`config.mk`:
```
export PLATFORM = sky130hd
export DESIGN_NAME = lut5_cfg_writer
export DESIGN_NICKNAME = d
export VERILOG_FILES = /design/src/rtl/lut5_cfg_writer.sv
export SDC_FILE = /design/constraint.sdc
export NUM_CORES = 1
export LEC_CHECK = 0
export BUFFER_PORTS_ARGS = -buffer_cell sky130_fd_sc_hd__buf_2
export CAP_MARGIN = 5
export CORE_MARGIN = 1.5
export CORE_UTILIZATION = 56
export DETAILED_ROUTE_END_ITERATION = 7
export GPL_TIMING_DRIVEN = 0
export PLACE_DENSITY_LB_ADDON = 0.05
export SLEW_MARGIN = 15
export SYNTH_ARGS = -nofsm -noshare
export SYNTH_HDL_FRONTEND = slang
export SYNTH_SLANG_ARGS = --single-unit
```
`constraint.sdc`:
```
create_clock -name clk_i -period 1.52 [get_ports clk_i]
set_clock_uncertainty 0.05 [all_clocks]
set_input_delay 0.152 -clock clk_i [delete_from_list [all_inputs] [get_ports clk_i]]
set_output_delay 0.152 -clock clk_i [all_outputs]
set_load 0.005 [all_outputs]
```
`src/rtl/lut5_cfg_writer.sv`:
```
// lut5_cfg_writer
//   Runtime-reconfigurable 5-input LUT with a serial configuration writer. A 32-bit
//   truth-table word is accepted over valid/ready and shifted MSB-first into the LUT
//   contents register, BITS_PER_CYCLE bits per clock, like a LUT configuration chain.
//
// Parameters
//   INIT            LUT contents after reset
//   BITS_PER_CYCLE  bits shifted per cycle (1, 2, 4, 8, 16 or 32); 32/BITS_PER_CYCLE
//                   shift cycles per load
//
// Ports
//   clk_i        clock, all state updates on the rising edge
//   rst_i        synchronous active-high reset
//   cfg_data_i   new truth table, bit k = output for address k
//   cfg_valid_i  cfg_data_i valid
//   cfg_ready_o  writer can accept a word (IDLE or DONE)
//   cfg_busy_o   shift in progress
//   cfg_done_o   one-cycle pulse, load complete
//   adr0_i..adr4_i  LUT address, adr4_i is the MSB
//   o_o          LUT output (live, shows partial contents while busy)
//   cdo_o        cascade out, contents bit 31
//   rb_data_o    (LUT5_CFG_READBACK_EN only) contents displaced by the last load
//   rb_valid_o   (LUT5_CFG_READBACK_EN only) high in the DONE cycle
//
// Optional feature macro: LUT5_CFG_READBACK_EN
module lut5_cfg_writer #(
    parameter logic [31:0] INIT           = 32'h0000_0000,
    parameter int unsigned BITS_PER_CYCLE = 1
) (
    input  logic        clk_i,
    input  logic        rst_i,
    input  logic [31:0] cfg_data_i,
    input  logic        cfg_valid_i,
    output logic        cfg_ready_o,
    output logic        cfg_busy_o,
    output logic        cfg_done_o,
    input  logic        adr0_i,
    input  logic        adr1_i,
    input  logic        adr2_i,
    input  logic        adr3_i,
    input  logic        adr4_i,
    output logic        o_o,
    output logic        cdo_o
`ifdef LUT5_CFG_READBACK_EN
    ,
    output logic [31:0] rb_data_o,
    output logic        rb_valid_o
`endif
);

    localparam int unsigned B         = BITS_PER_CYCLE;
    localparam int unsigned NumShifts = 32 / B;

    if (!(B == 1 || B == 2 || B == 4 || B == 8 || B == 16 || B == 32)) begin : gen_bad_bpc
        $error("lut5_cfg_writer: BITS_PER_CYCLE must be 1, 2, 4, 8, 16 or 32");
    end

    typedef enum logic [1:0] {
        StIdle  = 2'd0,
        StShift = 2'd1,
        StDone  = 2'd2
    } state_e;

    state_e      state_q, state_d;
    logic [31:0] lut_q, lut_d;
    logic [31:0] stage_q, stage_d;
    logic [5:0]  cnt_q, cnt_d;
    logic        last_shift;
    logic [4:0]  adr;

`ifdef LUT5_CFG_READBACK_EN
    logic [31:0] rb_shift_q, rb_shift_d;
    logic [31:0] rb_data_q, rb_data_d;
`endif

    assign last_shift = (cnt_q == 6'(NumShifts - 1));

    always_comb begin
        state_d = state_q;
        lut_d   = lut_q;
        stage_d = stage_q;
        cnt_d   = cnt_q;
`ifdef LUT5_CFG_READBACK_EN
        rb_shift_d = rb_shift_q;
        rb_data_d  = rb_data_q;
`endif
        unique case (state_q)
            StIdle, StDone: begin
                if (state_q == StDone) begin
                    state_d = StIdle;
                end
                if (cfg_valid_i) begin
                    stage_d = cfg_data_i;
                    cnt_d   = '0;
                    state_d = StShift;
                end
            end
            StShift: begin
                // Top B bits of the staged word enter at the bottom of the LUT.
                lut_d   = (lut_q << B) | (stage_q >> (32 - B));
                stage_d = stage_q << B;
                cnt_d   = cnt_q + 6'd1;
`ifdef LUT5_CFG_READBACK_EN
                // Collect the displaced top bits; after N shifts this is the old word.
                rb_shift_d = (rb_shift_q << B) | (lut_q >> (32 - B));
                if (last_shift) begin
                    rb_data_d = rb_shift_d;
                end
`endif
                if (last_shift) begin
                    state_d = StDone;
                end
            end
            default: state_d = StIdle;
        endcase
    end

    always_ff @(posedge clk_i) begin
        if (rst_i) begin
            state_q <= StIdle;
            lut_q   <= INIT;
            stage_q <= '0;
            cnt_q   <= '0;
`ifdef LUT5_CFG_READBACK_EN
            rb_shift_q <= '0;
            rb_data_q  <= '0;
`endif
        end else begin
            state_q <= state_d;
            lut_q   <= lut_d;
            stage_q <= stage_d;
            cnt_q   <= cnt_d;
`ifdef LUT5_CFG_READBACK_EN
            rb_shift_q <= rb_shift_d;
            rb_data_q  <= rb_data_d;
`endif
        end
    end

    assign cfg_ready_o = (state_q == StIdle) || (state_q == StDone);
    assign cfg_busy_o  = (state_q == StShift);
    assign cfg_done_o  = (state_q == StDone);

    assign adr   = {adr4_i, adr3_i, adr2_i, adr1_i, adr0_i};
    assign o_o   = lut_q[adr];
    assign cdo_o = lut_q[31];

`ifdef LUT5_CFG_READBACK_EN
    assign rb_data_o  = rb_data_q;
    assign rb_valid_o = (state_q == StDone);
`endif

endmodule

```
Word-level counts from Yosys, hierarchy flattened
Index checks and enable logic that the tools add are counted.
Widths: inputs -> output; s select.
{"block": "word_totals", "ff_bits": 72, "out_inout_bits": 5, "elab_cells": 29, "inputBits": 40}
{"block": "classes", "bitwise": 1, "order_cmp": 1, "reduce_logical": 6, "mux": 10, "addsub": 1, "eq_ne": 6}
{"op": "$pmux 32 s2", "count": 1}
{"op": "$mux 32", "count": 1}
{"op": "$or 32x1->32", "count": 1}
{"op": "$pmux 6 s2", "count": 1}
{"op": "$add 6x1->6 const B", "count": 1}
{"op": "$eq 6x5->1 const B", "count": 1}
{"op": "$lt 5x6->1 const B", "count": 1}
{"op": "$mux 2", "count": 3}
{"op": "$mux 6", "count": 1}
{"op": "$bmux 1 s5", "count": 1}
{"op": "$pmux 2 s2", "count": 1}
{"op": "$reduce_and 2->1", "count": 2}
{"op": "$ne 3x3->1 const B", "count": 1}
{"op": "$eq 2x1->1 const B", "count": 1}
{"op": "$eq 2x2->1 const B", "count": 1}
{"op": "$logic_not 2->1", "count": 1}
{"op": "$ne 2x1->1 const B", "count": 1}
{"op": "$ne 2x2->1 const B", "count": 1}
{"op": "$reduce_bool 2->1", "count": 1}
{"op": "$reduce_or 2->1", "count": 1}
{"op": "$logic_or 1x1->1", "count": 1}
{"op": "$mux 1", "count": 1}

Depth between registers and ports, before layout
Gate-level depths: netlist (run 1).
{"block": "logic_depth", "word_depth": 4, "ltp_mapped": 7}

Least setup slack after synthesis (run 1)
OpenSTA, ideal clock, no wires.
{"block": "synth_timing", "path_kind": "input to output", "startpoint": "input port adr1_i", "endpoint": "output port o_o", "arrival_ps": 1173, "path_slack_ps": 145, "cell_stages": 7, "path_buffers": 2, "required_time_ps": 1318, "cell_sequence": "buf_2 > buf_6 > mux2i_1 > a22oi_1 > nand3_1 > nand2_1 > a311o_1"}
{"block": "synth_via", "elab_chain_len": 2}
{"element": "start, declared", "line": "38", "text": "input logic adr1_i,"}
{"element": "$bmux 1 s5", "line": "145", "text": "assign o_o = lut_q[adr];"}
{"element": "$mux 1 (implied by the code)", "line": "145"}
{"element": "end, declared", "line": "42", "text": "output logic o_o,"}
No other way between the ends. The select of a mux whose other input is x is not followed.

Final worst setup path (run 1)
{"block": "layout_timing", "startpoint": "register lut_q[15]", "endpoint": "output port o_o"}
{"block": "layout_via", "elab_chain_len": 2}
{"element": "start, declared", "line": "65", "text": "logic [31:0] lut_q, lut_d;"}
{"element": "start signal, assigned", "line": "130", "text": "lut_q <= lut_d;"}
{"element": "$bmux 1 s5", "line": "145"}
{"element": "$mux 1 (implied by the code)", "line": "145"}
No other way between the ends. The select of a mux whose other input is x is not followed.

==> impl_metrics.toml, run 1 <==
[power_and_ir_drop]
intPower_mw = 3.01
power_frac_clock = 0.389
p_sw_frac = 0.255
p_seq_frac = 0.493
peakVddDrop_mv = 0.651
switching_power_mw = 1.03
p_leak_nw = 1.43
pwr-share-comb = 0.117
cellPowerDensity_mw_per_mm2 = 1100

[synthesis]
netlist_area_mm2 = 0.00300
synthCells = 366
synth-edff-count = 0
syn_nets = 407
ys_types = 28
ys_ff_latch = 72
async_flop_share = 0
seq_area_frac_synth = 0.481
syn_area_per_cell_um2 = 8.18
ys.flop_type = "dfxtp_1"
yosys_warnings = 0

[worst_setup_path]
cp_max_fo = 3
cpPeakStageDelay_ns = 0.33
arrival_ns = 1.53
crit_end = "o_o"
timing.rr.start = "state_q[1]$_SDFFE_PP0P_"
required_ns = 1.32
endpoint_kind = "primary output"
ff2ff_path_depth = 7
path_cells = "mux2i_1 -> a22oi_1 -> nand3_1 -> nand2_1 -> a311o_1 -> buf_2"
rrSetupSlack_ns = 0.05
slowest_stage = "dfxtp_2"
crit_type = "reg -> out"
startpoint_type = "flop"
critPathLaunch = "lut_q[15]$_SDFFE_PP0P_"
r2r-end = "cnt_q[5]$_SDFFE_PP0P_"

[place]
dp_hpwl_mm = 4.39
gp_congestion = 0.750
dp_slack_ns = -0.149
numPortBuffers = 42
place_inst = 478

[timing]
period_share = 1.14
finalHoldViolCount = 0
rsz0062_at_grt = "yes"
min_period_ns = 1.73
worst_pin_slew_ns = 0.549
fin_ws_ns = -0.211
slew_violations = 0
slew_headroom = 0.634
setup_violations = 2
fmax_mhz = 578

[clock_network]
clock_sink_count = 72
clkLatencyLatePin_ns = 0.35
cts-root-buf = "clkbuf_8"
cts_max_path_buffers = 2
cts_made_buffers = 9
clk_pin_slew_ns = 0.08
cts_tree = "done"
h-tree-depth = 3

[die]
ioPinCount = 45
start_util = 0.583
die_height_um = 76.1
die_w_um = 76.1
coreArea_mm2 = 0.00514
die-area_mm2 = 0.00580
num_rows = 26

[run_status]
violations = "setup timing"
status = "complete, but fails checks"

[final_layout]
n_antenna_cell = 0
instances_no_fill = 503
nets = 469
drive_above_1_share = 0.222
layout_common_cells = "nand2_1 (103), a21oi_1 (69), dfxtp_1 (66)"
final_common_cell = "nand2_1"
area_delta_synth_final_pct = 22.1

[routing]
wl_per_cell_um = 12.9
wl_mm = 6.51
drc = 0
viasPerCell = 5.36
ant_nets = 0
initialDrtViolationCount = 129
drtPass1Iterations = 4
num_vias = 2697

[global_routing]
track_usage = 0.229
grt_pass1_vias = 2406
grt_antenna_before_repair = 0
grt_max_degree = 13
grt_pass1_wl_mm = 10.7
grt_overflow_total = 0

[hold_path]
hold_class = "in -> reg"

[flow_run]
max-cap-violations = 0
per-stage QoR:
step	utilization	total power, mW	hold slack [ns]	cell area (um2)	TNS, ns
2_1_floorplan	-	2.31	0.263	3000	0
3_3_place_gp	0.641	2.44	0.361	3290	-0.127
3_5_place_dp	0.641	2.45	0.361	3290	-0.172
4_1_cts	0.691	4.03	0.0100	3550	-0.343
5_1_grt	0.711	4.20	0.0144	3660	-0.869
6_report	0.711	4.04	0.0195	3660	-0.240
worst max-delay path, delay by kind of cell, from the launching register on:
family,cells,cell delay [ns]
buffers and inverters,1,0.13
muxes,1,0.16
and+or+nand+nor,2,0.14
DFF,1,0.33
AOI/OAI and AO/OA,2,0.42
registers in the layout, indices dropped and copies added (netlist names):
signal,count
stage_q,32
state_q,2
lut_q,32
cnt_q,6
worst min-delay path by stage:
stage                        start                       end  slack [ns]  cells after the start
floorplan            cfg_data_i[0]   stage_q[0]$_SDFFE_PP0P_        0.26                      2
global placement     cfg_data_i[0]   stage_q[0]$_SDFFE_PP0P_        0.36                      3
detailed placement   cfg_data_i[0]   stage_q[0]$_SDFFE_PP0P_        0.36                      3
CTS                 cfg_data_i[23]  stage_q[23]$_SDFFE_PP0P_        0.01                      3
global route        cfg_data_i[23]  stage_q[23]$_SDFFE_PP0P_        0.01                      3
finish              cfg_data_i[18]  stage_q[18]$_SDFFE_PP0P_        0.02                      3
cell usage after synthesis, types with 2 or more instances:
library cell | n | share of area
nand3_1 | 2 | 0.0033
buf_2 | 9 | 0.015
clkbuf_1 | 16 | 0.020
buf_6 | 2 | 0.0075
nor2b_1 | 4 | 0.0084
mux2i_1 | 16 | 0.053
dfxtp_1 | 72 | 0.48
nand4_1 | 2 | 0.0042
and3_1 | 2 | 0.0042
a22oi_1 | 37 | 0.093
nand2_1 | 103 | 0.13
nor2_1 | 14 | 0.018
a21oi_1 | 70 | 0.12
nand2b_1 | 2 | 0.0042
a211oi_1 | 2 | 0.0050
repair_timing:
item | 4_1_cts | 5_1_grt
gates resized for setup | 13 | 21
pin swaps | 5 | 2
hold endpoints to repair | 1 | 0
setup buffers | 1 | 7
hold buffers | 1 | 0
setup endpoints to repair | 4 | 32
routing by layer:
layer / GRT usage / share of wire / up-vias
met1: 0.287 / 0.46 / 1250
li1: - / - / 1388
met2: 0.368 / 0.48 / 50
met3: 0.0671 / 0.048 / 9
met4: 0.100 / 0.015 / 0
met5: 0 / 0 / -
power by group through the flow:
stage | logic [mW] | registers (mW) | clock network (mW)
final | 0.474 | 1.99 | 1.57
after global routing | 0.528 | 2.00 | 1.68
after CTS | 0.435 | 1.99 | 1.60
after detailed placement | 0.417 | 2.03 | 0
after global placement | 0.411 | 2.03 | 0
after floorplan | 0.283 | 2.02 | 0
final cells by class:
class | instances | area (um2)
buffer | 28 | 175
clock buffer | 12 | 155
clock inverter | 4 | 51.3
fill | 452 | 1480
inverter | 2 | 20.0
multi-input combinational | 264 | 1430
sequential | 72 | 1450
tap | 70 | 87.6
timing repair buffer | 51 | 287
cells by family (layout without fill, tap and decap cells):
kind of cell	after synthesis	count (layout)	synth area share
compound gates	111	111	0.221
fa+ha+maj	1	1	0.00418
buf+inv	30	97	0.0480
flops	72	72	0.481
mux	16	16	0.0535
simple gates	136	136	0.193
(Power assumes the default switching activity.)
==> inputs of run 2 (changes only) <==
--- a/config.mk
+++ b/config.mk
@@ -6,12 +6,12 @@
 export NUM_CORES = 1
 export LEC_CHECK = 0
 export BUFFER_PORTS_ARGS = -buffer_cell sky130_fd_sc_hd__buf_2
-export CAP_MARGIN = 5
 export CORE_MARGIN = 1.5
 export CORE_UTILIZATION = 56
 export DETAILED_ROUTE_END_ITERATION = 7
 export GPL_TIMING_DRIVEN = 0
 export PLACE_DENSITY_LB_ADDON = 0.05
+export SETUP_SLACK_MARGIN = 0.4
 export SLEW_MARGIN = 15
 export SYNTH_ARGS = -nofsm -noshare
 export SYNTH_HDL_FRONTEND = slang
==> run 2 against run 1 <==
Against the previous run:
- the flow still finishes with violations (setup timing)
- register-to-register slack lost 0.18 ns
- sequential power up 2%
- sequential share of layout area is 9.2 points lower
- clock-buffer cell count fell by 1
- wire length increased by 86%
- largest power group is now the clock network
==> impl_metrics.toml, run 2 (synthesized netlist as in run 1, its figures left out) <==
[run_status]
status = "complete, but fails checks"
violations = "setup timing"

[hold_path]
hold_class = "in -> reg"
min_path_cells = 3
min_to = "stage_q[0]$_SDFFE_PP0P_"
hp-start = "cfg_data_i[0]"

[final_layout]
top_regs = "lut_q: 32 flops, stage_q: 32 flops, cnt_q: 6 flops"
utilization = 0.934
nets = 488
layout_common_cells = "dfxtp_1 (59), a21oi_2 (58), nand2_2 (50)"
final_common_cell = "dfxtp_1"
area_delta_synth_final_pct = 60.2
n_antenna_cell = 0
drive_above_1_share = 0.617
final_cell_area_mm2 = 0.00480

[clock_network]
clk_pin_slew_ns = 0.09
cts_max_path_buffers = 2
h-tree-depth = 3
hold_buffers = 0
clkLatencyLatePin_ns = 0.35
clock_sink_count = 72
cts_tree = "done"
cts_made_buffers = 9
cts-root-buf = "clkbuf_8"

[timing]
finalHoldViolCount = 0
fmax_mhz = 518
min_period_ns = 1.93
finalHoldWorstSlack_ns = 0.0377
slew_violations = 0
rsz0062_at_grt = "yes"
slew_headroom = 0.482
period_share = 1.27
worst_pin_slew_ns = 0.777
fin_ws_ns = -0.409
setup_violations = 29

[routing]
initialDrtViolationCount = 323
wl_mm = 12.1
ant_nets = 0
num_vias = 3383
wl_per_cell_um = 23.2
drc = 0
drtPass1Iterations = 5
viasPerCell = 6.48

[worst_setup_path]
path_buf_inv = 1
slowest_stage = "dfxtp_1"
path_cells = "mux2i_1 -> a21oi_1 -> nand3_1 -> nand2_1 -> a311o_1 -> buf_2"
ff2ff_path_depth = 5
rrSetupSlack_ns = -0.13
arrival_ns = 1.73
endpoint_kind = "primary output"
cp_max_fo = 3
cp_top_family = "compound AO/OA/AOI/OAI gates"
r2r-end = "stage_q[18]$_SDFFE_PP0P_"
required_ns = 1.32
timing.rr.start = "state_q[0]$_SDFFE_PP0P_"
cpPeakStageDelay_ns = 0.37
startpoint_type = "flop"
crit_type = "reg -> out"

[die]
start_util = 0.583
die-area_mm2 = 0.00580
die_height_um = 76.1
die_w_um = 76.1
num_rows = 26
ioPinCount = 45
coreArea_mm2 = 0.00514

[global_routing]
grt_max_degree = 13
grt_pass1_vias = 3146
grt_pass1_wl_mm = 15.2
track_usage = 0.333
grt_overflow_total = 0
grt_antenna_before_repair = 0

[power_and_ir_drop]
p_leak_nw = 1.84
peakVddDrop_mv = 0.888
cellPowerDensity_mw_per_mm2 = 1050

[place]
gp_congestion = 0.836
placed_cell_area_mm2 = 0.00342
dp_hpwl_mm = 4.41
dp_slack_ns = -0.00124
numPortBuffers = 42

[flow_run]
max-cap-violations = 0
-- run 2: metal layers --
metal	up-vias	part of all wire	GRT usage
met5	-	0	0
met4	0	0.065	0.176
met3	83	0.078	0.0635
met2	239	0.49	0.577
met1	1620	0.37	0.391
li1	1441	-	-
-- run 2: power by group --
| group | internal [mW] | switching [mW] |
|---|---|---|
| Combinational | 0.437 | 0.499 |
| Clock | 1.30 | 0.787 |
| Sequential | 1.95 | 0.0738 |
-- run 2: final cells by class --
cell class / count / area [um2]
Buffer: 28 / 302
Clock buffer: 11 / 141
Clock inverter: 5 / 128
Fill cell: 169 / 342
Inverter: 2 / 20.0
Multi-Input combinational cell: 264 / 2080
Sequential cell: 72 / 1460
Tap cell: 70 / 87.6
Timing Repair Buffer: 70 / 582
-- run 2: worst register-to-register path, cell delays in order, from the launching register on --
cell and delay, ns:
dfxtp_4 0.36, nor2b_1 0.20, buf_2 0.28, clkbuf_2 0.32, a22oi_1 0.17, a21oi_2 0.20
-- run 2: worst max-delay path by stage --
stage | startpoint | to | slack, ns | cells past startpoint
6_report | lut_q[24]$_SDFFE_PP0P_ | o_o | -0.41 | 6
2_1_floorplan | adr1_i | o_o | 0.27 | 7
4_1_cts | lut_q[27]$_SDFFE_PP0P_ | o_o | -0.26 | 6
3_3_place_gp | adr0_i | o_o | -0.002 | 7
3_5_place_dp | adr1_i | o_o | -0.001 | 8
5_1_grt | lut_q[10]$_SDFFE_PP0P_ | o_o | -0.46 | 6
-- run 2: per-stage QoR --
step,cells,setup TNS [ns],total power [mW]
after floorplan,366,0,2.36
after global placement,478,-0.00180,2.49
after detailed placement,478,-0.00124,2.50
after CTS,521,-0.267,4.81
after global routing,522,-4.19,5.15
final,522,-1.69,5.05
-- run 2: repair_timing --
action | in CTS | in global routing
pin swaps | 92 | 24
buffers inserted | 16 | 1
endpoints found under the setup margin | 75 | 76
cloned | 11 | 0
resized for setup | 167 | 84
